[src/rtl/fp_divider_if.sv]
`default_nettype none
// ============================================================================
// Module   : fp_divider_if
// Purpose  : Operand/result strobe-handshake bundle shared by the FP divider
//            and multiplier.
// Revision : 1.0  initial release
// ============================================================================
interface fp_divider_if #(
    parameter int N = 32
);
    logic [N-1:0] input_a;
    logic         input_a_stb;
    logic         input_a_ack;
    logic [N-1:0] input_b;
    logic         input_b_stb;
    logic         input_b_ack;
    logic [N-1:0] output_z;
    logic         output_z_stb;

    modport master (
        output input_a, input_a_stb, input_b, input_b_stb,
        input  input_a_ack, input_b_ack, output_z, output_z_stb
    );

    modport slave (
        input  input_a, input_a_stb, input_b, input_b_stb,
        output input_a_ack, input_b_ack, output_z, output_z_stb
    );
endinterface
`default_nettype wire

[src/rtl/fp_divider.sv]
`default_nettype none
// ============================================================================
// Module   : fp_divider
// Purpose  : Multi-cycle IEEE-style floating-point divider z = a / b with a
//            restoring quotient loop and round-to-nearest-even.
//            Optional macro FP_DIVIDER_SUBNORMAL_EN enables subnormal support.
// Revision : 1.0  initial release
// ============================================================================
module fp_divider #(
    parameter int N        = 32,
    parameter int EXPONENT = 8,
    parameter int FRACTION = 23
) (
    input wire          clk,
    input wire          rst,
    fp_divider_if.slave bus
);

    localparam int c_EW   = EXPONENT + 2;
    localparam int c_MW   = FRACTION + 1;
    localparam int c_QW   = FRACTION + 4;
    localparam int c_RW   = FRACTION + 3;
    localparam int c_CW   = $clog2(FRACTION + 4);
    localparam int c_BIAS = (2 ** (EXPONENT - 1)) - 1;

    localparam logic signed [c_EW-1:0] c_BIAS_E = c_EW'(c_BIAS);
    localparam logic signed [c_EW-1:0] c_EMIN   = c_EW'(1 - c_BIAS);
    localparam logic signed [c_EW-1:0] c_ONE_E  = c_EW'(1);

    typedef enum logic [3:0] {
        S_GET_A         = 4'd0,
        S_GET_B         = 4'd1,
        S_UNPACK        = 4'd2,
        S_SPECIAL_CASES = 4'd3,
        S_DIVIDE_0      = 4'd4,
        S_DIVIDE_1      = 4'd5,
        S_NORMALISE     = 4'd6,
        S_ROUND         = 4'd7,
        S_PACK          = 4'd8,
        S_PUT_Z         = 4'd9,
        S_NORMALISE_IN  = 4'd10,
        S_DENORM        = 4'd11
    } state_t;

    state_t r_state, w_state_next;

    logic [N-1:0]           r_a, r_b, r_res, r_z;
    logic                   r_a_ack, r_b_ack, r_z_stb;
    logic                   r_a_s, r_b_s, r_z_s;
    logic [c_MW-1:0]        r_a_m, r_b_m, r_z_m;
    logic signed [c_EW-1:0] r_a_e, r_b_e, r_z_e;
    logic [c_RW-1:0]        r_rem;
    logic [c_QW-1:0]        r_q;
    logic [c_CW-1:0]        r_cnt;
    logic                   r_guard, r_round, r_sticky;

    // Operand classification straight from the captured words.
    logic [EXPONENT-1:0] w_a_exp, w_b_exp, w_exp_field;
    logic [FRACTION-1:0] w_a_frac, w_b_frac;
    logic w_a_inf, w_b_inf, w_a_nan, w_b_nan, w_a_zero, w_b_zero;
    logic w_nan_case, w_inf_case, w_zero_case, w_special;
    logic w_need_norm_in, w_to_denorm;
    logic                   w_rem_ge;
    logic [c_RW-1:0]        w_rem_next;
    logic [c_QW-1:0]        w_qn;
    logic signed [c_EW-1:0] w_ze_n;
    logic                   w_round_up;

    assign w_a_exp  = r_a[N-2 -: EXPONENT];
    assign w_b_exp  = r_b[N-2 -: EXPONENT];
    assign w_a_frac = r_a[FRACTION-1:0];
    assign w_b_frac = r_b[FRACTION-1:0];
    assign w_a_inf  = (&w_a_exp) && (w_a_frac == '0);
    assign w_b_inf  = (&w_b_exp) && (w_b_frac == '0);
    assign w_a_nan  = (&w_a_exp) && (w_a_frac != '0);
    assign w_b_nan  = (&w_b_exp) && (w_b_frac != '0);
`ifdef FP_DIVIDER_SUBNORMAL_EN
    assign w_a_zero = (w_a_exp == '0) && (w_a_frac == '0);
    assign w_b_zero = (w_b_exp == '0) && (w_b_frac == '0);
`else
    // Subnormal operands collapse to signed zero.
    assign w_a_zero = (w_a_exp == '0);
    assign w_b_zero = (w_b_exp == '0);
`endif

    assign w_nan_case  = w_a_nan || w_b_nan || (w_a_inf && w_b_inf) || (w_a_zero && w_b_zero);
    assign w_inf_case  = w_a_inf || w_b_zero;
    assign w_zero_case = w_a_zero || w_b_inf;
    assign w_special   = w_nan_case || w_inf_case || w_zero_case;

    assign w_rem_ge   = (r_rem >= {2'b00, r_b_m});
    assign w_rem_next = w_rem_ge ? (r_rem - {2'b00, r_b_m}) : r_rem;

    assign w_qn   = r_q[c_QW-1] ? r_q : (r_q << 1);
    assign w_ze_n = r_q[c_QW-1] ? r_z_e : (r_z_e - c_ONE_E);

    assign w_round_up  = r_guard && (r_round || r_sticky || r_z_m[0]);
    assign w_exp_field = r_z_m[FRACTION] ? EXPONENT'(r_z_e + c_BIAS_E) : '0;

`ifdef FP_DIVIDER_SUBNORMAL_EN
    localparam logic signed [c_EW-1:0] c_EDEEP = c_EMIN - c_EW'(FRACTION + 2);
    logic w_a_m_ok, w_b_m_ok;
    assign w_a_m_ok       = r_a_m[FRACTION] || r_a_m[FRACTION-1];
    assign w_b_m_ok       = r_b_m[FRACTION] || r_b_m[FRACTION-1];
    assign w_need_norm_in = !r_a_m[FRACTION] || !r_b_m[FRACTION];
    assign w_to_denorm    = (w_ze_n < c_EMIN);
`else
    assign w_need_norm_in = 1'b0;
    assign w_to_denorm    = 1'b0;
`endif

    always_ff @(posedge clk or posedge rst) begin
        if (rst) r_state <= S_GET_A;
        else     r_state <= w_state_next;
    end

    always_comb begin
        w_state_next = r_state;
        case (r_state)
            S_GET_A:         if (bus.input_a_stb) w_state_next = S_GET_B;
            S_GET_B:         if (bus.input_b_stb) w_state_next = S_UNPACK;
            S_UNPACK:        w_state_next = S_SPECIAL_CASES;
            S_SPECIAL_CASES: begin
                if (w_special)           w_state_next = S_PUT_Z;
                else if (w_need_norm_in) w_state_next = S_NORMALISE_IN;
                else                     w_state_next = S_DIVIDE_0;
            end
`ifdef FP_DIVIDER_SUBNORMAL_EN
            S_NORMALISE_IN:  if (w_a_m_ok && w_b_m_ok) w_state_next = S_DIVIDE_0;
            S_DENORM:        if (!(r_z_e < c_EMIN)) w_state_next = S_ROUND;
`endif
            S_DIVIDE_0:      w_state_next = S_DIVIDE_1;
            S_DIVIDE_1:      if (r_cnt == '0) w_state_next = S_NORMALISE;
            S_NORMALISE:     w_state_next = w_to_denorm ? S_DENORM : S_ROUND;
            S_ROUND:         w_state_next = S_PACK;
            S_PACK:          w_state_next = S_PUT_Z;
            S_PUT_Z:         w_state_next = S_GET_A;
            default:         w_state_next = S_GET_A;
        endcase
    end

    always_ff @(posedge clk or posedge rst) begin
        if (rst) begin
            r_a      <= '0;
            r_b      <= '0;
            r_res    <= '0;
            r_z      <= '0;
            r_a_ack  <= 1'b0;
            r_b_ack  <= 1'b0;
            r_z_stb  <= 1'b0;
            r_a_s    <= 1'b0;
            r_b_s    <= 1'b0;
            r_z_s    <= 1'b0;
            r_a_m    <= '0;
            r_b_m    <= '0;
            r_z_m    <= '0;
            r_a_e    <= '0;
            r_b_e    <= '0;
            r_z_e    <= '0;
            r_rem    <= '0;
            r_q      <= '0;
            r_cnt    <= '0;
            r_guard  <= 1'b0;
            r_round  <= 1'b0;
            r_sticky <= 1'b0;
        end else begin
            r_a_ack <= 1'b0;
            r_b_ack <= 1'b0;
            r_z_stb <= 1'b0;
            case (r_state)
                S_GET_A: if (bus.input_a_stb) begin
                    r_a     <= bus.input_a;
                    r_a_ack <= 1'b1;
                end
                S_GET_B: if (bus.input_b_stb) begin
                    r_b     <= bus.input_b;
                    r_b_ack <= 1'b1;
                end
                S_UNPACK: begin
                    r_a_s <= r_a[N-1];
                    r_b_s <= r_b[N-1];
                    r_a_m <= {(w_a_exp != '0), w_a_frac};
                    r_b_m <= {(w_b_exp != '0), w_b_frac};
                    r_a_e <= (w_a_exp == '0) ? c_EMIN : ($signed({2'b00, w_a_exp}) - c_BIAS_E);
                    r_b_e <= (w_b_exp == '0) ? c_EMIN : ($signed({2'b00, w_b_exp}) - c_BIAS_E);
                end
                S_SPECIAL_CASES: begin
                    if (w_nan_case)
                        r_res <= {1'b1, {EXPONENT{1'b1}}, 1'b1, {(FRACTION-1){1'b0}}};
                    else if (w_inf_case)
                        r_res <= {r_a_s ^ r_b_s, {EXPONENT{1'b1}}, {FRACTION{1'b0}}};
                    else if (w_zero_case)
                        r_res <= {r_a_s ^ r_b_s, {(N-1){1'b0}}};
                end
`ifdef FP_DIVIDER_SUBNORMAL_EN
                S_NORMALISE_IN: begin
                    if (!r_a_m[FRACTION]) begin
                        r_a_m <= r_a_m << 1;
                        r_a_e <= r_a_e - c_ONE_E;
                    end
                    if (!r_b_m[FRACTION]) begin
                        r_b_m <= r_b_m << 1;
                        r_b_e <= r_b_e - c_ONE_E;
                    end
                end
                S_DENORM: if (r_z_e < c_EMIN) begin
                    r_z_m    <= r_z_m >> 1;
                    r_guard  <= r_z_m[0];
                    r_round  <= r_guard;
                    r_sticky <= r_sticky | r_round;
                    r_z_e    <= r_z_e + c_ONE_E;
                end
`endif
                S_DIVIDE_0: begin
                    r_z_s <= r_a_s ^ r_b_s;
                    r_z_e <= r_a_e - r_b_e;
                    r_rem <= {2'b00, r_a_m};
                    r_q   <= '0;
                    r_cnt <= c_CW'(FRACTION + 3);
                end
                S_DIVIDE_1: begin
                    r_q   <= {r_q[c_QW-2:0], w_rem_ge};
                    r_rem <= w_rem_next << 1;
                    r_cnt <= r_cnt - c_CW'(1);
                end
                // Quotient lies in (0.5, 2): at most one left shift realigns it.
                S_NORMALISE: begin
                    r_z_m    <= w_qn[c_QW-1 -: c_MW];
                    r_guard  <= w_qn[2];
                    r_round  <= w_qn[1];
                    r_sticky <= w_qn[0] | (r_rem != '0);
                    r_z_e    <= w_ze_n;
`ifdef FP_DIVIDER_SUBNORMAL_EN
                    if (w_ze_n < c_EDEEP) begin
                        r_z_m    <= '0;
                        r_guard  <= 1'b0;
                        r_round  <= 1'b0;
                        r_sticky <= 1'b0;
                        r_z_e    <= c_EMIN;
                    end
`endif
                end
                S_ROUND: if (w_round_up) begin
                    if (&r_z_m) begin
                        r_z_m <= {1'b1, {FRACTION{1'b0}}};
                        r_z_e <= r_z_e + c_ONE_E;
                    end else begin
                        r_z_m <= r_z_m + c_MW'(1);
                    end
                end
                S_PACK: begin
                    if (r_z_e > c_BIAS_E)
                        r_res <= {r_z_s, {EXPONENT{1'b1}}, {FRACTION{1'b0}}};
                    else if (r_z_e < c_EMIN)
                        r_res <= {r_z_s, {(N-1){1'b0}}};
                    else
                        r_res <= {r_z_s, w_exp_field, r_z_m[FRACTION-1:0]};
                end
                S_PUT_Z: begin
                    r_z     <= r_res;
                    r_z_stb <= 1'b1;
                end
                default: ;
            endcase
        end
    end

    assign bus.input_a_ack  = r_a_ack;
    assign bus.input_b_ack  = r_b_ack;
    assign bus.output_z     = r_z;
    assign bus.output_z_stb = r_z_stb;

endmodule
`default_nettype wire

[src/flat_wrapper.sv]
// flat-port wrapper written by rule: the top's interface ports become plain ports
module fp_divider_flat 
#(
    parameter int N        = 32,
    parameter int EXPONENT = 8,
    parameter int FRACTION = 23
)
  (clk, rst, bus_input_a, bus_input_a_stb, bus_input_b, bus_input_b_stb, bus_input_a_ack, bus_input_b_ack, bus_output_z, bus_output_z_stb);
  fp_divider_if #(.N(N)) bus_i ();
  input wire clk;
  input wire rst;
  input wire logic [$bits(bus_i.input_a)-1:0] bus_input_a;
  input wire logic [$bits(bus_i.input_a_stb)-1:0] bus_input_a_stb;
  input wire logic [$bits(bus_i.input_b)-1:0] bus_input_b;
  input wire logic [$bits(bus_i.input_b_stb)-1:0] bus_input_b_stb;
  output wire logic [$bits(bus_i.input_a_ack)-1:0] bus_input_a_ack;
  output wire logic [$bits(bus_i.input_b_ack)-1:0] bus_input_b_ack;
  output wire logic [$bits(bus_i.output_z)-1:0] bus_output_z;
  output wire logic [$bits(bus_i.output_z_stb)-1:0] bus_output_z_stb;
  assign bus_i.input_a = bus_input_a;
  assign bus_i.input_a_stb = bus_input_a_stb;
  assign bus_i.input_b = bus_input_b;
  assign bus_i.input_b_stb = bus_input_b_stb;
  assign bus_input_a_ack = bus_i.input_a_ack;
  assign bus_input_b_ack = bus_i.input_b_ack;
  assign bus_output_z = bus_i.output_z;
  assign bus_output_z_stb = bus_i.output_z_stb;
  fp_divider #(.N(N), .EXPONENT(EXPONENT), .FRACTION(FRACTION)) u_core (.clk(clk), .rst(rst), .bus(bus_i));
endmodule
[config.mk]
export PLATFORM = sky130hd
export DESIGN_NAME = fp_divider_flat
export DESIGN_NICKNAME = d
export VERILOG_FILES = /design/src/rtl/fp_divider_if.sv /design/src/rtl/fp_divider.sv /design/src/flat_wrapper.sv
export SDC_FILE = /design/constraint.sdc
export NUM_CORES = 1
export LEC_CHECK = 0
export CORE_ASPECT_RATIO = 0.8
export CORE_MARGIN = 4
export CORE_UTILIZATION = 35
export CTS_CLUSTER_SIZE = 8
export DETAILED_ROUTE_END_ITERATION = 6
export MAX_ROUTING_LAYER = met4
export SLEW_MARGIN = 0
export SYNTH_ARGS = -nofsm -noshare
export SYNTH_HDL_FRONTEND = slang
export SYNTH_SLANG_ARGS = --single-unit
export TNS_END_PERCENT = 30
[constraint.sdc]
create_clock -name clk -period 18.1 [get_ports clk]
set_input_delay 3.62 -clock clk [delete_from_list [all_inputs] [get_ports clk]]
set_output_delay 3.62 -clock clk [all_outputs]
set_load 0.1 [all_outputs]
==> impl_metrics.env <==
export IMPL_postCtsHoldBufs=0
export IMPL_ys_seq_area_share_pct=49.8
export IMPL_synth_distinct_cells=72
export IMPL_insertion_delay_ns=0.55
export IMPL_post_cts_buffers=0
export IMPL_die_w_um=240
export IMPL_drive_gt1_share_pct=6.86
export IMPL_overflow=0
export IMPL_clock_sinks=299
export IMPL_path_clk_slew_ns=0.05
export IMPL_yosysWarnings=0
export IMPL_critical_path_top_delay_family="buffers and inverters"
export IMPL_grt_max_degree=172
export IMPL_design_area_um2=17700
export IMPL_syn_nets=1725
export IMPL_timing_clock_skew_ns=0.0231
export IMPL_io_buffers=102
export IMPL_drt_wirelength_per_cell_um=16.9
export IMPL_drv_cap=0
export IMPL_antenna_found_initial=0
export IMPL_hold_slack_ns=0.467
export IMPL_min_path_cells=2
export IMPL_num_vias=11878
export IMPL_cts_buffers=43
export IMPL_worst_path_largest_cell_delay_ns=1.15
export IMPL_max_freq_mhz=177
export IMPL_cts_htree_levels=2
export IMPL_ant_nets=0
export IMPL_antenna_cells=0
export IMPL_max_clock_path_buffers=3
export IMPL_placeableCoreArea_um2=42200
export IMPL_fin_nets=1807
export IMPL_rsz0062_at_grt="false"
export IMPL_synth_top_cell_by_area="dfrtp_1"
export IMPL_timing_final_max_slew_violations=0
export IMPL_synth_top_area_share_pct=49.8
export IMPL_reg2reg_to="u_core.r_z_e[9]"
export IMPL_r2r_slack_ns=13.94
export IMPL_dr_pass1_iters=5
export IMPL_cts_tree="yes"
export IMPL_synthCells=1605
export IMPL_rows=67
export IMPL_period_minus_slack_ns=5.66
export IMPL_drc=0
export IMPL_min_from="u_core.r_a_m[17]"
export IMPL_synth_area_leaders="dfrtp_1 (50%), nand2_1 (9.4%), ha_1 (4.1%)"
export IMPL_drt_wl_total_um=37800
export IMPL_timing_rr_start="u_core.r_z_m[0]"
export IMPL_die_y_um=193
export IMPL_ys_ff_latch=299
export IMPL_cp_max_fo=2
export IMPL_synthArstFlopShare_pct=100
export IMPL_endpoint_kind="output pin"
export IMPL_hpwl_um=25800
export IMPL_maxSlewHeadroom_pct=27.1
export IMPL_drt_initial_drc_count=871
export IMPL_fin_crit_sh_pct=31.3
export IMPL_syn_avg_cell_area_um2=9.36
export IMPL_gp_congestion=0.879
export IMPL_crit_required_ns=14.48
export IMPL_cp_data_arrival_time_ns=2.04
export IMPL_place_area_um2=16600
export IMPL_start_kind="register"
export IMPL_synth_edff_count=0
export IMPL_crit_path_top_delay_cell="clkdlybuf4s50_1"
export IMPL_place_ws_ns=12.01
export IMPL_ioPinCount=103
export IMPL_worst_slew_pin_transition_ns=1.09
export IMPL_tns_ns=0
export IMPL_syn_to_final_growth_pct=18.0
export IMPL_hold_viol_final=0
export IMPL_status="completed"
export IMPL_cp_num_buf_inv=1
export IMPL_track_usage_pct=16.6
export IMPL_synth_area_um2=15000
export IMPL_r2r_cells=8
export IMPL_p_leak_nw=8.01
export IMPL_finalWorstSetupSlack_ns=12.44
export IMPL_vias_per_cell=5.30
export IMPL_synth_flop_cell="dfrtp_1"
export IMPL_start_util_pct=35.6
export IMPL_grt_pass1_vias=11718
export IMPL_powerDensity_nw_per_um2=177
export IMPL_ir_worst_vdd_mv=0.0970
export IMPL_final_util_pct=42.0
export IMPL_setup_violations=0
export IMPL_die_area_um2=46300
export IMPL_path_class="reg2out"
export IMPL_cts_root_buf="clkbuf_16"
export IMPL_path_cells="clkdlybuf4s50_1"
export IMPL_hold_end="u_core.r_a_m[17]"
export IMPL_ctsResizeCount=0
export IMPL_worstHoldPathType="reg2reg"
export IMPL_grt_pass1_wl_um=62000
-- routing by layer --
metal	GRT usage, %	routed length [um]
met1	23.9	18700
met2	24.8	17000
met3	2.65	1580
met4	3.65	624
met5	-	0
-- registers in the layout (all words and copies together) (netlist names) --
name and cells:
u_core.r_b_e 9, u_core.r_a_s 1, u_core.r_b_m 24, u_core.r_a_m 24, u_core.r_a_e 9, u_core.r_b_s 1, u_core.r_rem 26, u_core.r_guard 1
u_core.r_b 32, u_core.r_q 27, u_core.r_z_m 24, u_core.bus.output_z_stb 1, u_core.bus.input_b_ack 1, u_core.r_cnt 5, u_core.r_state 4, u_core.r_sticky 1
u_core.r_res 32, u_core.bus.input_a_ack 1, u_core.bus.output_z 32, u_core.r_z_e 10, u_core.r_a 32, u_core.r_z_s 1, u_core.r_round 1
-- cell usage after synthesis, types with 14 or more instances --
cell type and count:
nand3_1 36, clkbuf_1 58, mux2_2 33, nor4_1 19, mux2i_1 29, nor2_1 74
a22o_1 64, inv_1 63, xor2_1 19, a31oi_1 15, and3_1 14, nor3_1 29
nand2_1 377, a21oi_1 67, o21ai_0 121, ha_1 49, xnor2_1 30, dfrtp_1 299
-- power by group --
part / leakage (nW) / total, mW / internal, mW / switching [mW]
Sequential: 3.90 / 1.06 / 0.876 / 0.188
Clock: 0.569 / 0.723 / 0.441 / 0.282
Combinational: 3.54 / 1.34 / 0.516 / 0.826
Total: 8.01 / 3.13 / 1.83 / 1.30
-- cell usage in the layout (no fill, tap or decap), types with 6 or more instances in the layout --
cell             count
a21oi_1             66
and3_1              14
nand4_1             12
nand2_1            377
dfrtp_1            299
xnor2_1             30
clkdlybuf4s50_1    102
nand3_1             36
o32a_1               6
o21ai_0            121
o22ai_1             13
buf_4               13
nand2b_1             7
o21a_1               9
mux2i_1             29
o31ai_1             12
nor3b_1              6
or3_1               12
nor2_1              72
a31oi_1             15
a22o_1              64
nor2b_1              9
mux2_2              33
nor3_1              27
xor2_1              19
a21o_1              12
inv_1               62
clkbuf_16           44
a22oi_1             13
a211oi_1             7
nor4_1              19
ha_1                49
-- worst max path at each step --
stage / from / to / slack [ns] / cells after the start
finish: u_core.bus.output_z[21] / bus_output_z[21] / 12.44 / 1
global route: bus_input_b_stb / u_core.r_b[24] / 12.33 / 5
CTS: u_core.bus.output_z[22] / bus_output_z[22] / 12.40 / 1
detailed placement: bus_input_b_stb / u_core.r_b[24] / 12.01 / 5
global placement: bus_input_b_stb / u_core.r_b[24] / 12.14 / 5
floorplan: rst / u_core.bus.input_a_ack / 6.22 / 1
-- final cells by class --
class / instances / area, um^2
multi-input combinational: 1161 / 7000
clock inverter: 3 / 55.1
fill: 4096 / 24400
timing repair buffer: 116 / 1140
clock buffer: 45 / 1100
sequential: 299 / 7480
tap: 552 / 691
inverter: 66 / 255
-- cell families (layout without fill, tap and decap cells) --
logic type,Yosys count,after routing,synth area share [%]
muxes,62,62,4.41
and+or+nand+nor,618,618,18.0
buffers and inverters,145,230,3.78
adders and majority gates,52,52,4.48
DFF,299,299,49.8
xor gates and xnor gates,49,49,2.86
AOI/OAI and AO/OA,380,380,16.7
-- metrics by stage --
| step | cells | power [mW] |
|---|---|---|
| 2_1_floorplan | 1605 | 2.07 |
| 3_3_place_gp | 2194 | 2.38 |
| 3_5_place_dp | 2194 | 2.41 |
| 4_1_cts | 2242 | 3.15 |
| 5_1_grt | 2242 | 3.38 |
| 6_report | 2242 | 3.13 |
Note: power is estimated with default switching activity, not from simulation.
